==> config.mk <==
export PLATFORM = sky130hd
export DESIGN_NAME = pq_client_sequencer
export DESIGN_NICKNAME = d
export VERILOG_FILES = /design/src/rtl/pq_client_pkg.sv /design/src/rtl/pq_client_sequencer.sv
export SDC_FILE = /design/constraint.sdc
export NUM_CORES = 1
export LEC_CHECK = 0
export CAP_MARGIN = 0
export CELL_PAD_IN_SITES_DETAIL_PLACEMENT = 0
export CELL_PAD_IN_SITES_GLOBAL_PLACEMENT = 1
export CORE_MARGIN = 1
export CORE_UTILIZATION = 37
export CTS_CLUSTER_SIZE = 14
export DETAILED_ROUTE_END_ITERATION = 16
export GPL_ROUTABILITY_DRIVEN = 0
export PLACE_DENSITY_LB_ADDON = 0.1
export SETUP_SLACK_MARGIN = 0.1
export SLEW_MARGIN = 0
export SYNTH_ARGS = -nofsm -noshare
export SYNTH_HDL_FRONTEND = slang
export SYNTH_SLANG_ARGS = --single-unit
==> constraint.sdc <==
create_clock -name CLK -period 2.9 [get_ports CLK]
set_clock_uncertainty 0.1 [all_clocks]
set_input_delay 0.87 -clock CLK [delete_from_list [all_inputs] [get_ports CLK]]
set_output_delay 0.87 -clock CLK [all_outputs]
set_load 0.01 [all_outputs]
==> src/rtl/pq_client_pkg.sv <==
// Shared types for the priority-queue client sequencer: command opcodes,
// FSM states and the per-operation recovery-gap lookup.
package pq_client_pkg;

  typedef enum logic [1:0] {
    OP_NONE = 2'b00,
    OP_ENQ  = 2'b01,
    OP_DEQ  = 2'b10,
    OP_REP  = 2'b11
  } op_t;

  typedef enum logic [1:0] {
    S_IDLE  = 2'b00,
    S_ISSUE = 2'b01,
    S_WAIT  = 2'b10
  } state_t;

  function automatic int unsigned max3_u(input int unsigned a,
                                         input int unsigned b,
                                         input int unsigned c);
    int unsigned m;
    m = (a > b) ? a : b;
    return (m > c) ? m : c;
  endfunction

  // OP_NONE never reaches ISSUE; it maps to the minimum legal gap.
  function automatic int unsigned gap_sel(input op_t         op,
                                          input int unsigned enq_gap,
                                          input int unsigned deq_gap,
                                          input int unsigned rep_gap);
    case (op)
      OP_ENQ:  return enq_gap;
      OP_DEQ:  return deq_gap;
      OP_REP:  return rep_gap;
      default: return 1;
    endcase
  endfunction

endpackage

==> src/rtl/pq_client_sequencer.sv <==
// Client-side initiator for the hybrid-tree priority queue: one strobe per
// legal command, then an op-dependent idle gap; single-entry response slot.
module pq_client_sequencer
  import pq_client_pkg::*;
#(
  parameter int unsigned DATA_WIDTH = 16,
  parameter int unsigned ENQ_GAP    = 4,
  parameter int unsigned DEQ_GAP    = 24,
  parameter int unsigned REP_GAP    = 4
) (
  input  logic                  CLK,
  input  logic                  RST,
  input  logic                  i_cmd_valid,
  output logic                  o_cmd_ready,
  input  logic [1:0]            i_cmd_op,
  input  logic [DATA_WIDTH-1:0] i_cmd_data,
  output logic                  o_rsp_valid,
  input  logic                  i_rsp_ready,
  output logic [DATA_WIDTH-1:0] o_rsp_data,
  output logic                  o_rsp_err,
  output logic                  o_pq_wrt,
  output logic                  o_pq_read,
  output logic [DATA_WIDTH-1:0] o_pq_data,
  input  logic                  i_pq_full,
  input  logic                  i_pq_empty,
  input  logic [DATA_WIDTH-1:0] i_pq_top
);

  localparam int unsigned GAP_MAX = max3_u(ENQ_GAP, DEQ_GAP, REP_GAP);
  localparam int unsigned CNT_W   = $clog2(GAP_MAX + 1);

  state_t                r_state;
  state_t                w_state_nxt;
  logic [CNT_W-1:0]      r_cnt;
  logic [CNT_W-1:0]      w_cnt_nxt;
  op_t                   r_op;
  op_t                   w_op;
  logic                  w_legal;
  logic                  w_cmd_ready;
  logic                  w_accept;
  logic                  r_pq_wrt;
  logic                  r_pq_read;
  logic [DATA_WIDTH-1:0] r_pq_data;
  logic                  r_rsp_valid;
  logic                  r_rsp_err;
  logic [DATA_WIDTH-1:0] r_rsp_data;

  assign w_op        = op_t'(i_cmd_op);
  assign w_cmd_ready = (r_state == S_IDLE) && !r_rsp_valid && !RST;
  assign w_accept    = i_cmd_valid && w_cmd_ready;

  always_comb begin
    w_legal = 1'b0;
    case (w_op)
      OP_ENQ:  w_legal = !i_pq_full;
      OP_DEQ:  w_legal = !i_pq_empty;
      OP_REP:  w_legal = !i_pq_empty;
      default: w_legal = 1'b0;
    endcase
  end

  always_comb begin
    w_state_nxt = r_state;
    w_cnt_nxt   = r_cnt;
    case (r_state)
      S_IDLE: begin
        if (w_accept && w_legal) w_state_nxt = S_ISSUE;
      end
      S_ISSUE: begin
        w_cnt_nxt   = CNT_W'(gap_sel(r_op, ENQ_GAP, DEQ_GAP, REP_GAP) - 1);
        w_state_nxt = S_WAIT;
      end
      S_WAIT: begin
        if (r_cnt == '0) w_state_nxt = S_IDLE;
        else             w_cnt_nxt   = r_cnt - CNT_W'(1);
      end
      default: w_state_nxt = S_IDLE;
    endcase
  end

  always_ff @(posedge CLK or posedge RST) begin
    if (RST) begin
      r_state <= S_IDLE;
      r_cnt   <= '0;
    end else begin
      r_state <= w_state_nxt;
      r_cnt   <= w_cnt_nxt;
    end
  end

  // Strobes are registered at the accept edge so they are high exactly
  // while the FSM sits in ISSUE.
  always_ff @(posedge CLK or posedge RST) begin
    if (RST) begin
      r_op      <= OP_NONE;
      r_pq_wrt  <= 1'b0;
      r_pq_read <= 1'b0;
      r_pq_data <= '0;
    end else begin
      r_pq_wrt  <= 1'b0;
      r_pq_read <= 1'b0;
      if (w_accept && w_legal) begin
        r_op      <= w_op;
        r_pq_data <= i_cmd_data;
        r_pq_wrt  <= (w_op == OP_ENQ) || (w_op == OP_REP);
        r_pq_read <= (w_op == OP_DEQ) || (w_op == OP_REP);
      end
    end
  end

  // Ready already excludes a held response, so drain and accept never coincide.
  always_ff @(posedge CLK or posedge RST) begin
    if (RST) begin
      r_rsp_valid <= 1'b0;
      r_rsp_err   <= 1'b0;
      r_rsp_data  <= '0;
    end else begin
      if (r_rsp_valid && i_rsp_ready) r_rsp_valid <= 1'b0;
      if (w_accept) begin
        r_rsp_valid <= 1'b1;
        r_rsp_err   <= !w_legal;
        r_rsp_data  <= (w_legal && (w_op != OP_ENQ)) ? i_pq_top : '0;
      end
    end
  end

  assign o_cmd_ready = w_cmd_ready;
  assign o_rsp_valid = r_rsp_valid;
  assign o_rsp_err   = r_rsp_err;
  assign o_rsp_data  = r_rsp_data;
  assign o_pq_wrt    = r_pq_wrt;
  assign o_pq_read   = r_pq_read;
  assign o_pq_data   = r_pq_data;

endmodule

==> run_results.csv, run 1 <==
group,metric,value,unit
status,status,"finished, final reports clean",
final_layout,diodes,0,
final_layout,fin_cells,309,
drt,post_drt_via_cell_ratio,4.96,
global_routing,grt_pass1_vias,1603,
worst_setup_path,r2r-start,"r_state[0]$_DFFE_PP0P_",
sta,fmax,374,MHz
power,power,2.68,mW
worst_setup_path,worstPathArrival,1.71,ns
clocking,root_buffer,"clkbuf_8",
clocking,cts_setup_buffers,0,
global_routing,grt.total_usage,0.169,
die,pin_count,77,
worst_setup_path,cp.required,1.93,ns
die,rows,26,
worst_setup_path,crit_buf_inv,2,
power,leakage,1.42,nW
synthesis,ys_ff_latch,45,
synthesis,synthFlopType,"dfrtp_1",
clocking,numCtsBuffers,5,
worst_setup_path,crit_slowest_cell,"nor4_4",
global_routing,grt_pass1_wl,7780,µm
clocking,path_clk_slew,0.08,ns
sta,slew_headroom,0.699,
clocking,cts_max_path_buffers,2,
drt,dr.pass1.iters,4,
die,start_util,0.394,
drt,vias,1534,
worst_setup_path,start_kind,"primary input",
synthesis,yosysMostFrequentCell,"dfrtp_1",
synthesis,yosys-top-cells-count,"dfrtp_1, mux2_4, nand4_1",
placement,placed_area,2910,µm²
global_routing,grt-ovfl-total,0,
sta,max_slew.worst_pin.slew,0.451,ns
run,maxCapViolCount,0,
synthesis,yosysTopAreaCellShare,0.546,
worst_setup_path,cpPeakStageDelay,0.35,ns
synthesis,synth_top_area_cell,"dfrtp_1",
worst_setup_path,rrSetupSlack,0.82,ns
synthesis,synth_area_leaders,"dfrtp_1, mux2_4, nand4_1",
placement,post-dp-hpwl,3370,µm
synthesis,netlist_instances,160,
synthesis,yosysUniqueCellTypes,34,
die,dieHeight,76.7,µm
placement,dp_cells,301,
power,p_per_area,890,nW/µm²
die,die_x,76.7,µm
synthesis,synth-async-reset-ratio,1.00,
drt,ant_nets,0,
sta,finalMaxSlewViolations,0,
clocking,clkSinkCount,45,
drt,drt-initial-drc-count,97,
worst_setup_path,critical_path.max_fanout,2,
sta,setup_tns,0,ns
worst_setup_path,rr_worst_depth,5,
hold_path,hp-class,"register to register",
clocking,cts_tree,"built",
sta,setup_violations,0,
global_routing,antenna_found_initial,0,
worst_setup_path,cp.depth,3,
sta,hold_viol,0,
final_layout,nNetsFinal,279,
final_layout,area_delta_synth_final,45.9,%
hold_path,min_from,"o_rsp_data[13]$_DFFE_PP0P_",
synthesis,ys_seq_area_frac,0.546,
power,worst_ir_drop_vdd,0.390,mV
worst_setup_path,worstReg2RegEnd,"o_pq_data[15]$_DFFE_PP0P_",
worst_setup_path,cpLargestDelayFamily,"buffers and inverters",
sta,rsz0062_at_grt,"false",
hold_path,hold_end,"o_rsp_data[13]$_DFFE_PP0P_",
synthesis,avgSynthCellArea,12.9,µm²
placement,pre_cts_slack,-0.253,ns
hold_path,worstHoldPathCells,1,
synthesis,synth_nets,201,
drt,routed_wl,4730,µm
synthesis,ys_warn_count,0,
sta,layout_setup_ws,0.225,ns
synthesis,synth_area,2060,µm²
worst_setup_path,endpoint_kind,"output port",
worst_setup_path,crit_chain,"dlygate4sd2_1 -> nor4_4 -> buf_2",
final_layout,fin_area,3010,µm²
clocking,htree_levels,2,
clocking,insertion_delay,0.29,ns
synthesis,synth_edf_count,0,
die,core-area,5240,µm²
drt,post_drt_wl_per_cell,15.3,µm
die,fp.dieArea,5880,µm²
drt,drc_errors,0,
sta,period_share,0.922,
worst_setup_path,worst-setup-path-type,"primary input to output port",
final_layout,drive_above_1_share,0.176,
placement,io_buffer_count,76,
global_routing,grt_max_degree,40,
sta,fin_crit,2.68,ns
## final cells by class
type                            instances  area (µm²)
Fill cell                             427        2230
Clock buffer                            6        72.6
Timing Repair Buffer                   82         825
Tap cell                               70        87.6
Clock inverter                          2        38.8
Multi-Input combinational cell         99         842
Sequential cell                        45        1130
Inverter                                5        18.8
## logic make-up after synthesis
family | share of synthesized area
AND/OR/NAND/NOR | 0.128
AO/OA/AOI/OAI | 0.145
adder cells (fa/ha/maj) | 0.00606
multiplexers | 0.129
buffers and inverters | 0.0461
flip-flops | 0.546
## where the power goes
| group | total [mW] | internal (mW) | leakage, nW | switching, mW |
|---|---|---|---|---|
| Combinational | 1.14 | 0.707 | 0.793 | 0.434 |
| Clock | 0.474 | 0.259 | 0.0554 | 0.215 |
| Sequential | 1.06 | 0.864 | 0.570 | 0.201 |
## sequential cells by signal, indices dropped and copies added (netlist names)
register / count
o_rsp_err: 1
r_state: 2
o_rsp_data: 16
r_op: 2
o_pq_read: 1
o_rsp_valid: 1
o_pq_wrt: 1
o_pq_data: 16
r_cnt: 5
## layer usage
metal / share of wire / global-route usage
met3: 0.066 / 0.0560
met5: 0 / 0
met1: 0.43 / 0.218
met4: 0.018 / 0.0577
met2: 0.48 / 0.264
## how the worst max path moves through the flow
stage	from	to	slack [ns]
after CTS	RST	o_cmd_ready	0.22
final	RST	o_cmd_ready	0.22
after global placement	RST	o_cmd_ready	-0.25
after floorplan	RST	o_cmd_ready	0.56
after detailed placement	RST	o_cmd_ready	-0.25
after global routing	RST	o_cmd_ready	0.19
## cell usage in the layout, fill, tap and decap left out, types with 2 or more instances in the layout
cell type	instances
clkbuf_8	5
o21ai_0	6
clkdlybuf4s50_1	74
dfrtp_1	45
nor3b_1	2
a21oi_1	5
nor2_1	7
a2bb2oi_1	2
inv_1	4
buf_4	4
nor2b_1	3
buf_12	2
nor4_1	2
nand4_1	17
mux2_4	17
nand2_1	5
o22ai_1	2
a21bo_1	9
a21bo_2	7
## stage by stage
step	hold WS [ns]	utilization
after floorplan	0.396	-
after global placement	0.365	0.555
after detailed placement	0.364	0.555
after CTS	0.391	0.575
after global routing	0.403	0.575
final	0.383	0.575
## what timing repair did
action | 4_1_cts | 5_1_grt
gates resized for setup | 5 | 0
hold buffers | 0 | 0
endpoints found under the setup margin | 1 | 0
Power figures use the tool's default switching activity.
==> run 2: changes to the inputs <==
CORE_ASPECT_RATIO = 1.75   (was unset)
==> run 2 against run 1 <==
  * Die area is 0.20% higher
  * Global-route usage grew 0.98 points
  * Register-to-register slack lost 0.03 ns
  * Power up 1.1%
  * Sequential share of layout area shrank 0.17 points
  * Core utilization down 0.41 points
  * Worst setup slack better by 0.17 ns
  * Sequential power about the same
  * Final area up 0.46%
  * Via count up 1.8%
  * Final cell count rose by 1.3%
  * Critical path type unchanged
==> run_results.csv, run 2 (synthesis results as in run 1) <==
group,metric,value,unit
status,status,"finished, final reports clean",
worst_setup_path,worstPathArrival,1.54,ns
drt,post_drt_via_cell_ratio,4.99,
final_layout,area_delta_synth_final,46.6,%
drt,drt-initial-drc-count,78,
final_layout,fin_area,3020,µm²
worst_setup_path,start_kind,"primary input",
placement,io_buffer_count,76,
die,core-area,5300,µm²
worst_setup_path,cpPeakStageDelay,0.32,ns
global_routing,grt-ovfl-total,0,
clocking,htree_levels,2,
drt,routed_wl,4860,µm
clocking,cts_max_path_buffers,2,
final_layout,multi_input_area,842,µm²
worst_setup_path,r2r-start,"r_state[1]$_DFFE_PP0P_",
clocking,insertion_delay,0.29,ns
global_routing,grt_pass1_vias,1668,
worst_setup_path,critical_path.max_fanout,2,
drt,post_drt_wl_per_cell,15.5,µm
sta,max_slew.worst_pin.slew,0.452,ns
placement,dp_cells,305,
final_layout,fin_cells,313,
run,maxCapViolCount,0,
worst_setup_path,rrSetupSlack,0.79,ns
power,leakage,1.43,nW
final_layout,ff_latch_area,1130,µm²
final_layout,drive_above_1_share,0.176,
power,worst_ir_drop_vdd,0.384,mV
sta,rsz0062_at_grt,"false",
hold_path,hp-class,"register to register",
sta,hold_viol,0,
sta,finalMaxSlewViolations,0,
hold_path,hold_end,"o_rsp_data[12]$_DFFE_PP0P_",
clocking,clkSinkCount,45,
final_layout,diodes,0,
worst_setup_path,cpLargestDelayFamily,"buffers and inverters",
worst_setup_path,worst-setup-path-type,"primary input to output port",
hold_path,worstHoldPathCells,1,
placement,placed_area,2910,µm²
die,die_x,58.5,µm
die,fp.dieArea,5890,µm²
worst_setup_path,rr_worst_depth,6,
drt,vias,1561,
drt,drc_errors,0,
sta,period_share,0.865,
final_layout,fillCellCount,447,
sta,fin_crit,2.51,ns
power,p_per_area,896,nW/µm²
hold_path,min_from,"o_rsp_data[12]$_DFFE_PP0P_",
clocking,root_buffer,"clkbuf_8",
worst_setup_path,crit_slowest_cell,"nor4_4",
global_routing,antenna_found_initial,0,
sta,fmax,399,MHz
clocking,cts_tree,"built",
die,dieHeight,101,µm
clocking,path_clk_slew,0.08,ns
placement,pre_cts_slack,-0.210,ns
worst_setup_path,worstReg2RegEnd,"r_cnt[2]$_DFFE_PP0P_",
global_routing,grt.total_usage,0.179,
worst_setup_path,cp.required,1.93,ns
global_routing,grt_pass1_wl,8110,µm
drt,ant_nets,0,
die,pin_count,77,
worst_setup_path,crit_chain,"dlymetal6s2s_1 -> nor4_4 -> buf_2",
final_layout,nNetsFinal,279,
final_layout,final_common_cell,"clkdlybuf4s50_1",
placement,post-dp-hpwl,3560,µm
final_layout,layout_common_cells,"clkdlybuf4s50_1, dfrtp_1, nand4_1, mux2_4, a21bo_1",
worst_setup_path,crit_buf_inv,2,
sta,layout_setup_ws,0.391,ns
die,start_util,0.389,
sta,setup_violations,0,
sta,slew_headroom,0.699,
clocking,cts_hold_buf,0,
worst_setup_path,endpoint_kind,"output port",
global_routing,grt_max_degree,37,
die,rows,35,
drt,dr.pass1.iters,4,
clocking,numCtsBuffers,5,
==> run 2: layout make-up <==
type / instances / area share
multi-input combinational: 99 / 0.278
tap: 74 / 0.0306
inverter: 5 / 0.00621
timing repair buffer: 82 / 0.274
clock buffer: 7 / 0.0285
clock inverter: 1 / 0.00993
sequential: 45 / 0.372
==> run 2: worst reg2reg max path, stage by stage, from the launching register on <==
cell     delay, ns
dfrtp_1       0.55
nor2b_1       0.43
nor3_1        0.08
a21oi_1       0.14
ha_1          0.28
a21oi_1       0.11
a221o_1       0.31
==> run 2: where the power goes <==
group	total (mW)	internal, mW	switching (mW)
Combinational	1.15	0.708	0.437
Sequential	1.08	0.865	0.212
Clock	0.487	0.281	0.206
Total	2.71	1.85	0.856
==> run 2: timing repair <==
item                       4_1_cts  5_1_grt
setup endpoints to repair        1        1
gates resized for setup          3        2
pin swaps                        0        1
setup buffers                    0        0
==> run 2: how the worst max path moves through the flow <==
stage	from	to	cells after the start
after detailed placement	RST	o_cmd_ready	3
final	RST	o_cmd_ready	3
after CTS	RST	o_cmd_ready	3
after global placement	RST	o_cmd_ready	3
after global routing	RST	o_cmd_ready	3
after floorplan	RST	o_cmd_ready	3
==> run 2: metal layers <==
metal / vias to the layer above / track usage / wire length, µm
met5: - / 0 / 0
met4: 0 / 0.0549 / 63
met3: 6 / 0.0411 / 223
met2: 48 / 0.315 / 2660
met1: 770 / 0.211 / 1910
li1: 737 / - / -
==> run 2: per-stage QoR <==
step                utilization  TNS [ns]  total power, mW  hold slack (ns)
finish                    0.571         0             2.71            0.387
global route              0.571         0             2.87            0.410
CTS                       0.571         0             2.74            0.392
detailed placement        0.549    -0.210             2.24            0.369
global placement          0.549    -0.221             2.19            0.365
floorplan                     -         0             1.68            0.396
==> run 3: changes to the inputs <==
CTS_CLUSTER_SIZE = unset   (was 14)
MAX_ROUTING_LAYER = met4   (was unset)
==> run 3 against run 2 <==
  * Die area stayed put
  * Fmax is 0.28% lower
  * Combinational power hardly changed
  * Hold slack hardly changed
  * Via count hardly changed
  * Clock-buffer cell count stayed put
  * Non-clock buffer count stayed put
  * Final cell count stayed put
  * Final area stayed put
  * Wire length is 0.14% lower
  * Largest power group unchanged
==> run_results.csv, run 3 (synthesis results as in run 1) <==
group,metric,value,unit
power,p_per_area,896,nW/µm²
clocking,cts_hold_buf,0,
die,fp.dieArea,5890,µm²
global_routing,grt_pass1_vias,1671,
power,leakage,1.43,nW
drt,routed_wl,4850,µm
final_layout,final_common_cell,"clkdlybuf4s50_1",
clocking,path_clk_slew,0.08,ns
final_layout,drive_above_1_share,0.176,
die,rows,35,
global_routing,grt-ovfl-total,0,
sta,setup_violations,0,
final_layout,diodes,0,
sta,slew_headroom,0.695,
final_layout,fin_cells,313,
worst_setup_path,cp.required,1.93,ns
sta,fmax,397,MHz
clocking,clkSinkCount,45,
global_routing,grt.total_usage,0.183,
power,power,2.71,mW
clocking,cts_max_path_buffers,2,
clocking,htree_levels,2,
placement,dp_cells,305,
drt,drc_errors,0,
global_routing,grt_pass1_wl,8070,µm
die,start_util,0.389,
clocking,numCtsBuffers,5,
worst_setup_path,endpoint_kind,"output port",
die,pin_count,77,
final_layout,layout_common_cells,"clkdlybuf4s50_1, dfrtp_1, nand4_1, mux2_4, a21bo_1",
power,worst_ir_drop_vdd,0.385,mV
sta,hold_viol,0,
drt,post_drt_via_cell_ratio,4.98,
worst_setup_path,rrSetupSlack,0.78,ns
placement,post-dp-hpwl,3560,µm
worst_setup_path,worst-setup-path-type,"primary input to output port",
final_layout,utilization,0.571,
sta,finalMaxSlewViolations,0,
drt,dr.pass1.iters,4,
drt,post_drt_wl_per_cell,15.5,µm
clocking,cts_tree,"built",
drt,ant_nets,0,
die,die_x,58.5,µm
sta,fin_crit,2.52,ns
die,core-area,5300,µm²
worst_setup_path,critical_path.max_fanout,2,
global_routing,grt_max_degree,37,
run,maxCapViolCount,0,
clocking,root_buffer,"clkbuf_8",
sta,whs,0.388,ns
die,dieHeight,101,µm
worst_setup_path,start_kind,"primary input",
worst_setup_path,worstPathArrival,1.55,ns
drt,drt-initial-drc-count,61,
clocking,insertion_delay,0.29,ns
sta,period_share,0.868,
sta,rsz0062_at_grt,"false",
sta,max_slew.worst_pin.slew,0.458,ns
final_layout,nNetsFinal,279,
status,status,"finished, final reports clean",
drt,vias,1560,
placement,io_buffer_count,76,
final_layout,fillCellCount,447,
global_routing,antenna_found_initial,0,
clocking,cts_setup_buffers,0,
final_layout,area_delta_synth_final,46.6,%
hold_path,hp-class,"register to register",
-- run 3: cell counts in the layout (fill, tap and decap cells not counted) --
No cell type changed its count.
-- run 3: power by group --
group	switching, mW	internal [mW]	total (mW)
Combinational	0.438	0.708	1.15
Clock	0.207	0.281	0.488
Sequential	0.212	0.865	1.08
Total	0.858	1.85	2.71
-- run 3: final timing paths --
check	startpoint	endpoint	depth (start not counted)
max	RST	o_cmd_ready	3
min	o_rsp_data[12]$_DFFE_PP0P_	o_rsp_data[12]$_DFFE_PP0P_	1
max reg2reg	r_state[0]$_DFFE_PP0P_	r_cnt[2]$_DFFE_PP0P_	6
min reg2reg	o_rsp_data[12]$_DFFE_PP0P_	o_rsp_data[12]$_DFFE_PP0P_	1
max in group asynchronous	RST	o_rsp_data[1]$_DFFE_PP0P_	4
min in group asynchronous	RST	o_pq_data[12]$_DFFE_PP0P_	3
-- run 3: cell type report --
type | count | area [µm²] | area share
clock buffer | 7 | 86.3 | 0.0285
clock inverter | 1 | 30.0 | 0.00993
timing repair buffer | 82 | 828 | 0.274
tap | 74 | 92.6 | 0.0306
multi-input combinational | 99 | 842 | 0.278
sequential | 45 | 1130 | 0.372
inverter | 5 | 18.8 | 0.00621
-- run 3: critical path, stage by stage --
cell and delay, ns:
dlymetal6s2s_1 0.16, nor4_4 0.33, buf_2 0.19
-- run 3: per-layer routing --
layer,vias up,GRT usage,part of all wire
li1,739,-,-
met5,-,-,0
met4,0,0.0549,0.013
met3,6,0.0321,0.040
met1,762,0.213,0.40
met2,53,0.316,0.54
-- run 3: metrics by stage --
step / area [µm²] / worst slack, ns / TNS, ns
after floorplan: 2060 / 0.562 / 0
after global placement: 2910 / -0.221 / -0.221
after detailed placement: 2910 / -0.210 / -0.210
after CTS: 3030 / 0.101 / 0
after global routing: 3020 / 0.342 / 0
final: 3020 / 0.384 / 0
-- run 3: timing repair --
item,in CTS,in global routing
pin swaps,0,1
endpoints found under the hold margin,0,0
resized for setup,3,2
endpoints found under the setup margin,1,1
gates cloned,0,0
